`config.mk`:
```
export PLATFORM = sky130hd
export DESIGN_NAME = small_level_meter
export DESIGN_NICKNAME = d
export VERILOG_FILES = /design/src/rtl/small_level_meter.sv
export SDC_FILE = /design/constraint.sdc
export NUM_CORES = 1
export LEC_CHECK = 0
export CAP_MARGIN = 20
export CORE_MARGIN = 2
export CORE_UTILIZATION = 57
export DETAILED_ROUTE_END_ITERATION = 16
export GPL_ROUTABILITY_DRIVEN = 0
export HOLD_SLACK_MARGIN = 0.02
export MAX_ROUTING_LAYER = met4
export PLACE_DENSITY = 0.8
export SYNTH_ARGS = -nofsm -noshare
export SYNTH_HDL_FRONTEND = slang
export SYNTH_SLANG_ARGS = --single-unit
```
`constraint.sdc`:
```
create_clock -name clk -period 4.1 [get_ports clk]
set_input_delay 0.615 -clock clk [delete_from_list [all_inputs] [get_ports clk]]
set_output_delay 0.615 -clock clk [all_outputs]
set_load 0.1 [all_outputs]
```
`src/rtl/small_level_meter.sv`:
```
// small_level_meter
//   Measures peak and mean magnitude of a signed sample stream over windows of
//   2^WIN_SHIFT enabled samples, and raises a sticky alarm on large samples.
//
// Ports
//   clk      system clock, all state updates on the rising edge
//   rst      synchronous active-high reset
//   en       dataIn carries a valid sample this cycle
//   clear    synchronous window restart and alarm clear
//   dataIn   signed sample, WIDTH bits
//   peakOut  max |sample| of the last completed window
//   meanOut  mean |sample| of the last completed window (truncated)
//   valid    one-cycle strobe: peakOut/meanOut just updated
//   alarm    sticky: some |sample| >= THRESH since the last clear or reset
module small_level_meter #(
   parameter int WIDTH     = 16,
   parameter int WIN_SHIFT = 10,
   parameter int THRESH    = 2 ** (WIDTH - 2)
) (
   input  logic                    clk,
   input  logic                    rst,
   input  logic                    en,
   input  logic                    clear,
   input  logic signed [WIDTH-1:0] dataIn,
   output logic        [WIDTH-1:0] peakOut,
   output logic        [WIDTH-1:0] meanOut,
   output logic                    valid,
   output logic                    alarm
);

   localparam int MAG_W = WIDTH - 1;
   localparam int ACC_W = MAG_W + WIN_SHIFT;
   localparam logic [MAG_W-1:0] THRESH_M = MAG_W'(THRESH);

   logic [WIN_SHIFT-1:0] cnt_q, cnt_d;
   logic [MAG_W-1:0]     pk_q, pk_d;
   logic [ACC_W-1:0]     acc_q, acc_d;
   logic [WIDTH-1:0]     peak_q, peak_d;
   logic [WIDTH-1:0]     mean_q, mean_d;
   logic                 valid_q, valid_d;
   logic                 alarm_q, alarm_d;

   logic [WIDTH-1:0]     neg_w;
   logic [MAG_W-1:0]     mag;
   logic [MAG_W-1:0]     pk_max;
   logic [ACC_W-1:0]     acc_sum;
   logic                 win_final;

   // |dataIn|; the most negative code has no positive twin, so it saturates.
   always_comb begin
      neg_w = $unsigned(~dataIn) + WIDTH'(1);
      if (dataIn[WIDTH-1]) begin
         mag = neg_w[WIDTH-1] ? {MAG_W{1'b1}} : neg_w[MAG_W-1:0];
      end else begin
         mag = dataIn[MAG_W-1:0];
      end
   end

   always_comb begin
      pk_max    = (mag > pk_q) ? mag : pk_q;
      acc_sum   = acc_q + ACC_W'(mag);
      win_final = &cnt_q;

      cnt_d   = cnt_q;
      pk_d    = pk_q;
      acc_d   = acc_q;
      peak_d  = peak_q;
      mean_d  = mean_q;
      valid_d = 1'b0;
      alarm_d = alarm_q;

      if (clear) begin
         // clear wins over a pending sample, including a window-final one
         cnt_d   = '0;
         pk_d    = '0;
         acc_d   = '0;
         alarm_d = 1'b0;
      end else if (en) begin
         if (mag >= THRESH_M) begin
            alarm_d = 1'b1;
         end
         if (win_final) begin
            peak_d  = {1'b0, pk_max};
            mean_d  = {1'b0, acc_sum[ACC_W-1:WIN_SHIFT]};
            valid_d = 1'b1;
            cnt_d   = '0;
            pk_d    = '0;
            acc_d   = '0;
         end else begin
            cnt_d = cnt_q + WIN_SHIFT'(1);
            pk_d  = pk_max;
            acc_d = acc_sum;
         end
      end
   end

   always_ff @(posedge clk) begin
      if (rst) begin
         cnt_q   <= '0;
         pk_q    <= '0;
         acc_q   <= '0;
         peak_q  <= '0;
         mean_q  <= '0;
         valid_q <= 1'b0;
         alarm_q <= 1'b0;
      end else begin
         cnt_q   <= cnt_d;
         pk_q    <= pk_d;
         acc_q   <= acc_d;
         peak_q  <= peak_d;
         mean_q  <= mean_d;
         valid_q <= valid_d;
         alarm_q <= alarm_d;
      end
   end

   assign peakOut = peak_q;
   assign meanOut = mean_q;
   assign valid   = valid_q;
   assign alarm   = alarm_q;

endmodule

```
## Word-level counts from Yosys, hierarchy flattened

Index checks and enable logic that the tools add are counted.
Widths: inputs -> output; s select.

| operators by class | value |
|---|---|
| add/sub/neg operators | 3 |
| $lt $le $gt $ge | 2 |
| multiplexer cells | 7 |
| bitwise gates (word level) | 3 |
| reduce and logical (&&, ||, !) cells | 5 |

Operators by type and width:

| operator | count |
|---|---|
| $mux 15 | 4 |
| $add 25x15->25 | 1 |
| $mux 25 | 1 |
| $add 16x1->16 const B | 1 |
| $not 16->16 | 1 |
| $ge 15x15->1 const B | 1 |
| $gt 15x15->1 | 1 |
| $reduce_and 12->1 | 1 |
| $add 10x1->10 const B | 1 |
| $mux 10 | 1 |
| $reduce_and 10->1 | 1 |
| $reduce_or 3->1 | 1 |
| $not 1->1 | 2 |
| $reduce_and 2->1 | 1 |
| $reduce_or 2->1 | 1 |
| $mux 1 | 1 |

| word-level totals | value |
|---|---|
| register bits | 82 |
| word-level logic and storage cells | 27 |

## Logic depth before layout (Yosys ltp)

| depth | value |
|---|---|
| depth in word-level cells | 7 |
| depth in mapped cells | 16 |
| gate-level depth less buffers | 14 |

## Worst setup path after synthesis

Ideal clock, no wire load.

| timing path | value |
|---|---|
| path type | input -> register |
| start | input port dataIn[5] |
| end | register pk_q[9] |
| library setup time | 66 ps |
| arrival time | 3489 ps |
| setup slack | 545 ps |
| cell stages on the path | 14 |
| path buffers | 1 |
| cell sequence | nor4_4 -> nand3_1 -> nor4b_2 -> a21oi_1 -> o22a_2 -> ha_1 -> and3_1 -> and3_1 -> o31ai_2 -> and2_1 -> nor3_1 -> buf_4 -> a22oi_1 -> nor2_1 |

| between the ends | value |
|---|---|
| word-level cells in the longest chain between the ends | 7 |

RTL lines:

| element | line | text |
|---|---|---|
| start: declaration | 24 | `input logic signed [WIDTH-1:0] dataIn,` |
| $not 16->16 | 51 | `neg_w = $unsigned(~dataIn) + WIDTH'(1);` |
| $add 16x1->16 | 51 |  |
| $mux 15 | 53 | `mag = neg_w[WIDTH-1] ? {MAG_W{1'b1}} : neg_w[MAG_W-1:0];` |
| $mux 15 (*) | 52 | `if (dataIn[WIDTH-1]) begin` |
| $gt 15x15->1 | 60 | `pk_max = (mag > pk_q) ? mag : pk_q;` |
| $mux 15 (*) | 60 |  |
| $mux 15 (*) | 82 | `if (win_final) begin` |
| end signal: assignment | 108 | `pk_q <= pk_d;` |
| end: declaration | 36 | `logic [MAG_W-1:0] pk_q, pk_d;` |

Mark *: on every way between the ends. The rest lies on a longest branch, timed or not.
A chain may end at the register's enable or synchronous reset.

## Worst setup path in the final report

| timing path | value |
|---|---|
| start | input port dataIn[5] |
| end | register pk_q[14] |

The elaborated chain is that of the path after synthesis.

==> results.sh <==
export IMPL_outcome="finished, final reports clean"
export IMPL_vias=4739
export IMPL_grt_pass1_vias=4498
export IMPL_nNetsFinal=737
export IMPL_cts_clk_slew_worst_paths_ns=0.08
export IMPL_syn_avg_cell_area_um2=8.215
export IMPL_synth_top_family_by_area="compound AO/OA/AOI/OAI gates"
export IMPL_max_freq_mhz=256.1
export IMPL_grt_pass1_wl_um=20640
export IMPL_dp_worst_setup_slack_ns=-0.1192
export IMPL_fin_skew_ns=0.01727
export IMPL_cts_sinks=82
export IMPL_top_level_ports=54
export IMPL_hp_class="reg -> reg"
export IMPL_crit_required_ns=4.33
export IMPL_crit_family="simple AND/OR/NAND/NOR gates"
export IMPL_dieHeight_um=97.22
export IMPL_fin_crit_sh=0.9524
export IMPL_ctsHoldBuffers=0
export IMPL_synthSimpleGateAreaFrac=0.2132
export IMPL_power_leakage_nw=2.363
export IMPL_row_count=34
export IMPL_synth_compound_area_share=0.2417
export IMPL_critical_path_max_stage_delay_ns=0.46
export IMPL_h_tree_depth=3
export IMPL_dieArea_um2=9452
export IMPL_ir_worst_vdd_mv=0.1841
export IMPL_wirelength_um=12230
export IMPL_port_buffers=51
export IMPL_synth_distinct_cells=64
export IMPL_ys_ff_latch=82
export IMPL_ys_warn_count=0
export IMPL_end_kind="flip-flop"
export IMPL_power_density_nw_per_um2=331.0
export IMPL_yosys_top_cells_area="dfxtp_1, ha_1, nor2_1, a21oi_1, nand2_1"
export IMPL_yosysSeqAreaShare=0.3314
export IMPL_drc_errors=0
export IMPL_synth_async_reset_ratio=0
export IMPL_report_final_hold_viol_count=0
export IMPL_crit_arrival_ns=4.13
export IMPL_syn_area_um2=4954
export IMPL_yosysTopAreaCellShare=0.3314
export IMPL_cts_tree="done"
export IMPL_clk_latency_ns=0.37
export IMPL_period_minus_slack_ns=3.905
export IMPL_layout_drive_gt1_share=0.1166
export IMPL_synth_cells=603
export IMPL_critical_path_startpoint_type="input pin"
export IMPL_muxShareOfSynthArea=0.01667
export IMPL_start_util=0.5764
export IMPL_grt_antenna_before_repair=0
export IMPL_first_pass_iters=5
export IMPL_drt_iter0_drc=256
export IMPL_hold_ws_ns=0.4572
export IMPL_path_cells="clkdlybuf4s50_1, nor4_4, nand3_1, nor4b_2, a21oi_1, o22a_2, ha_1, and3_1, o21a_1, a211oi_4, and2_1, nor3_1, buf_4, a22oi_1, nor2_1"
export IMPL_synthXorXnorAreaFrac=0.05835
export IMPL_slew_headroom=0.3136
export IMPL_fin_util=0.6982
export IMPL_final_cell_mix="dfxtp_1, nor2_1, nand2_1, clkdlybuf4s50_1, a21oi_1"
export IMPL_core_area_um2=8593
export IMPL_gr_total_overflow=0
export IMPL_root_buffer="clkbuf_8"
export IMPL_critPathSlowestCell="clkdlybuf4s50_1"
export IMPL_dp_hpwl_um=9182
export IMPL_cts_buffers=9
export IMPL_drtAntennaViolNets=0
export IMPL_layout_area_overhead_vs_synth_pct=21.12
export IMPL_cp_buffers_inverters=2
export IMPL_worst_slack_ns=0.1953
export IMPL_final_common_cell="dfxtp_1"
export IMPL_synth_ff_type="dfxtp_1"
export IMPL_synthAdderAreaFrac=0.09245
export IMPL_synth_edff_count=0
export IMPL_crit_fanout=8
export IMPL_clockBufferDepth=2
export IMPL_finalSetupViolCount=0
export IMPL_critPathKind="in -> reg"
export IMPL_yosysTopAreaCell="dfxtp_1"
export IMPL_grt_max_degree=44
export IMPL_die_x_um=97.22
export IMPL_worst_slew_pin_slew_ns=1.026
export IMPL_viasPerCell=5.969
export IMPL_track_usage=0.2684
export IMPL_rsz0062_at_grt="no"
export IMPL_n_antenna_cell=0
export IMPL_wl_per_cell_um=15.40
export IMPL_drv_slew=0
export IMPL_cap_viol_max_count=0
[final timing paths]
| check | cells after the start | slack (ns) | from | endpoint |
|---|---|---|---|---|
| setup / recovery | 15 | 0.20 | dataIn[5] | pk_q[14] |
| hold / removal | 2 | 0.46 | meanOut[4] | meanOut[4] |
| setup reg to reg | 8 | 1.59 | acc_q[0] | acc_q[14] |
| hold reg to reg | 2 | 0.46 | meanOut[4] | meanOut[4] |
[timing repair]
action | 4_1_cts | 5_1_grt
resized for setup | 0 | 3
setup endpoints to repair | 0 | 30
buffers inserted | 0 | 0
hold endpoints to repair | 0 | 0
[area by class of cell]
class | instances | area [µm²]
Clock buffer | 9 | 123.9
Sequential cell | 82 | 1642
Inverter | 25 | 93.84
Timing Repair Buffer | 95 | 853.3
Clock inverter | 7 | 53.80
Multi-Input combinational cell | 468 | 3098
Tap cell | 108 | 135.1
Fill cell | 704 | 2594
[flip-flops by register name, summed over array words and instances (netlist names)]
register and cells:
acc_q 25, alarm 1, cnt_q 10, meanOut 15, peakOut 15, pk_q 15, valid 1
[report_power, final]
| part | internal [mW] | total (mW) | switching (mW) |
|---|---|---|---|
| logic | 0.217 | 0.594 | 0.377 |
| registers | 0.829 | 0.854 | 0.0247 |
| clock network | 0.224 | 0.538 | 0.315 |
| total | 1.27 | 1.99 | 0.716 |
[through the flow]
stage	setup TNS, ns	power [mW]	instance area [µm²]	std cells
4_1_cts	0	1.985	5992	794
3_5_place_dp	-2.041	1.452	5814	778
3_3_place_gp	-0.1844	1.437	5814	778
6_report	0	1.986	6000	794
2_1_floorplan	0	1.278	4957	604
5_1_grt	0	2.078	6000	794
[worst register-to-register path, delay by kind of cell (launching register included)]
family / cells / cell delay, ns
AO/OA/AOI/OAI: 6 / 1.45
flip-flops: 1 / 0.32
adder cells (fa/ha/maj): 2 / 0.63
[cells by family after synthesis]
logic type	after synthesis
other	1
muxes	8
AOI/OAI and AO/OA	180
buffers and inverters	54
adders and majority gates	36
xor gates and xnor gates	33
and+or+nand+nor	209
DFF	82
[synth_stat cells, types with 9 or more instances]
| master | number |
|---|---|
| xor2_1 | 20 |
| dfxtp_1 | 82 |
| a211oi_1 | 20 |
| xnor2_1 | 13 |
| a22oi_1 | 14 |
| clkbuf_1 | 17 |
| and3_1 | 11 |
| o21ai_0 | 31 |
| a21o_1 | 9 |
| a31oi_1 | 19 |
| nor2b_1 | 11 |
| nand2_1 | 57 |
| inv_1 | 25 |
| nor2_1 | 65 |
| nand4_1 | 11 |
| a21oi_1 | 48 |
| nand3_1 | 15 |
| buf_2 | 9 |
| ha_1 | 35 |
[per-layer routing]
| metal | up-vias | GRT usage | routed length [µm] |
|---|---|---|---|
| met3 | 18 | 0.02950 | 633 |
| met1 | 2229 | 0.3484 | 5669 |
| li1 | 2345 | - | - |
| met5 | - | - | 0 |
| met4 | 0 | 0.08333 | 173 |
| met2 | 147 | 0.4439 | 5751 |
No activity file was read; power rests on OpenSTA's default activity.
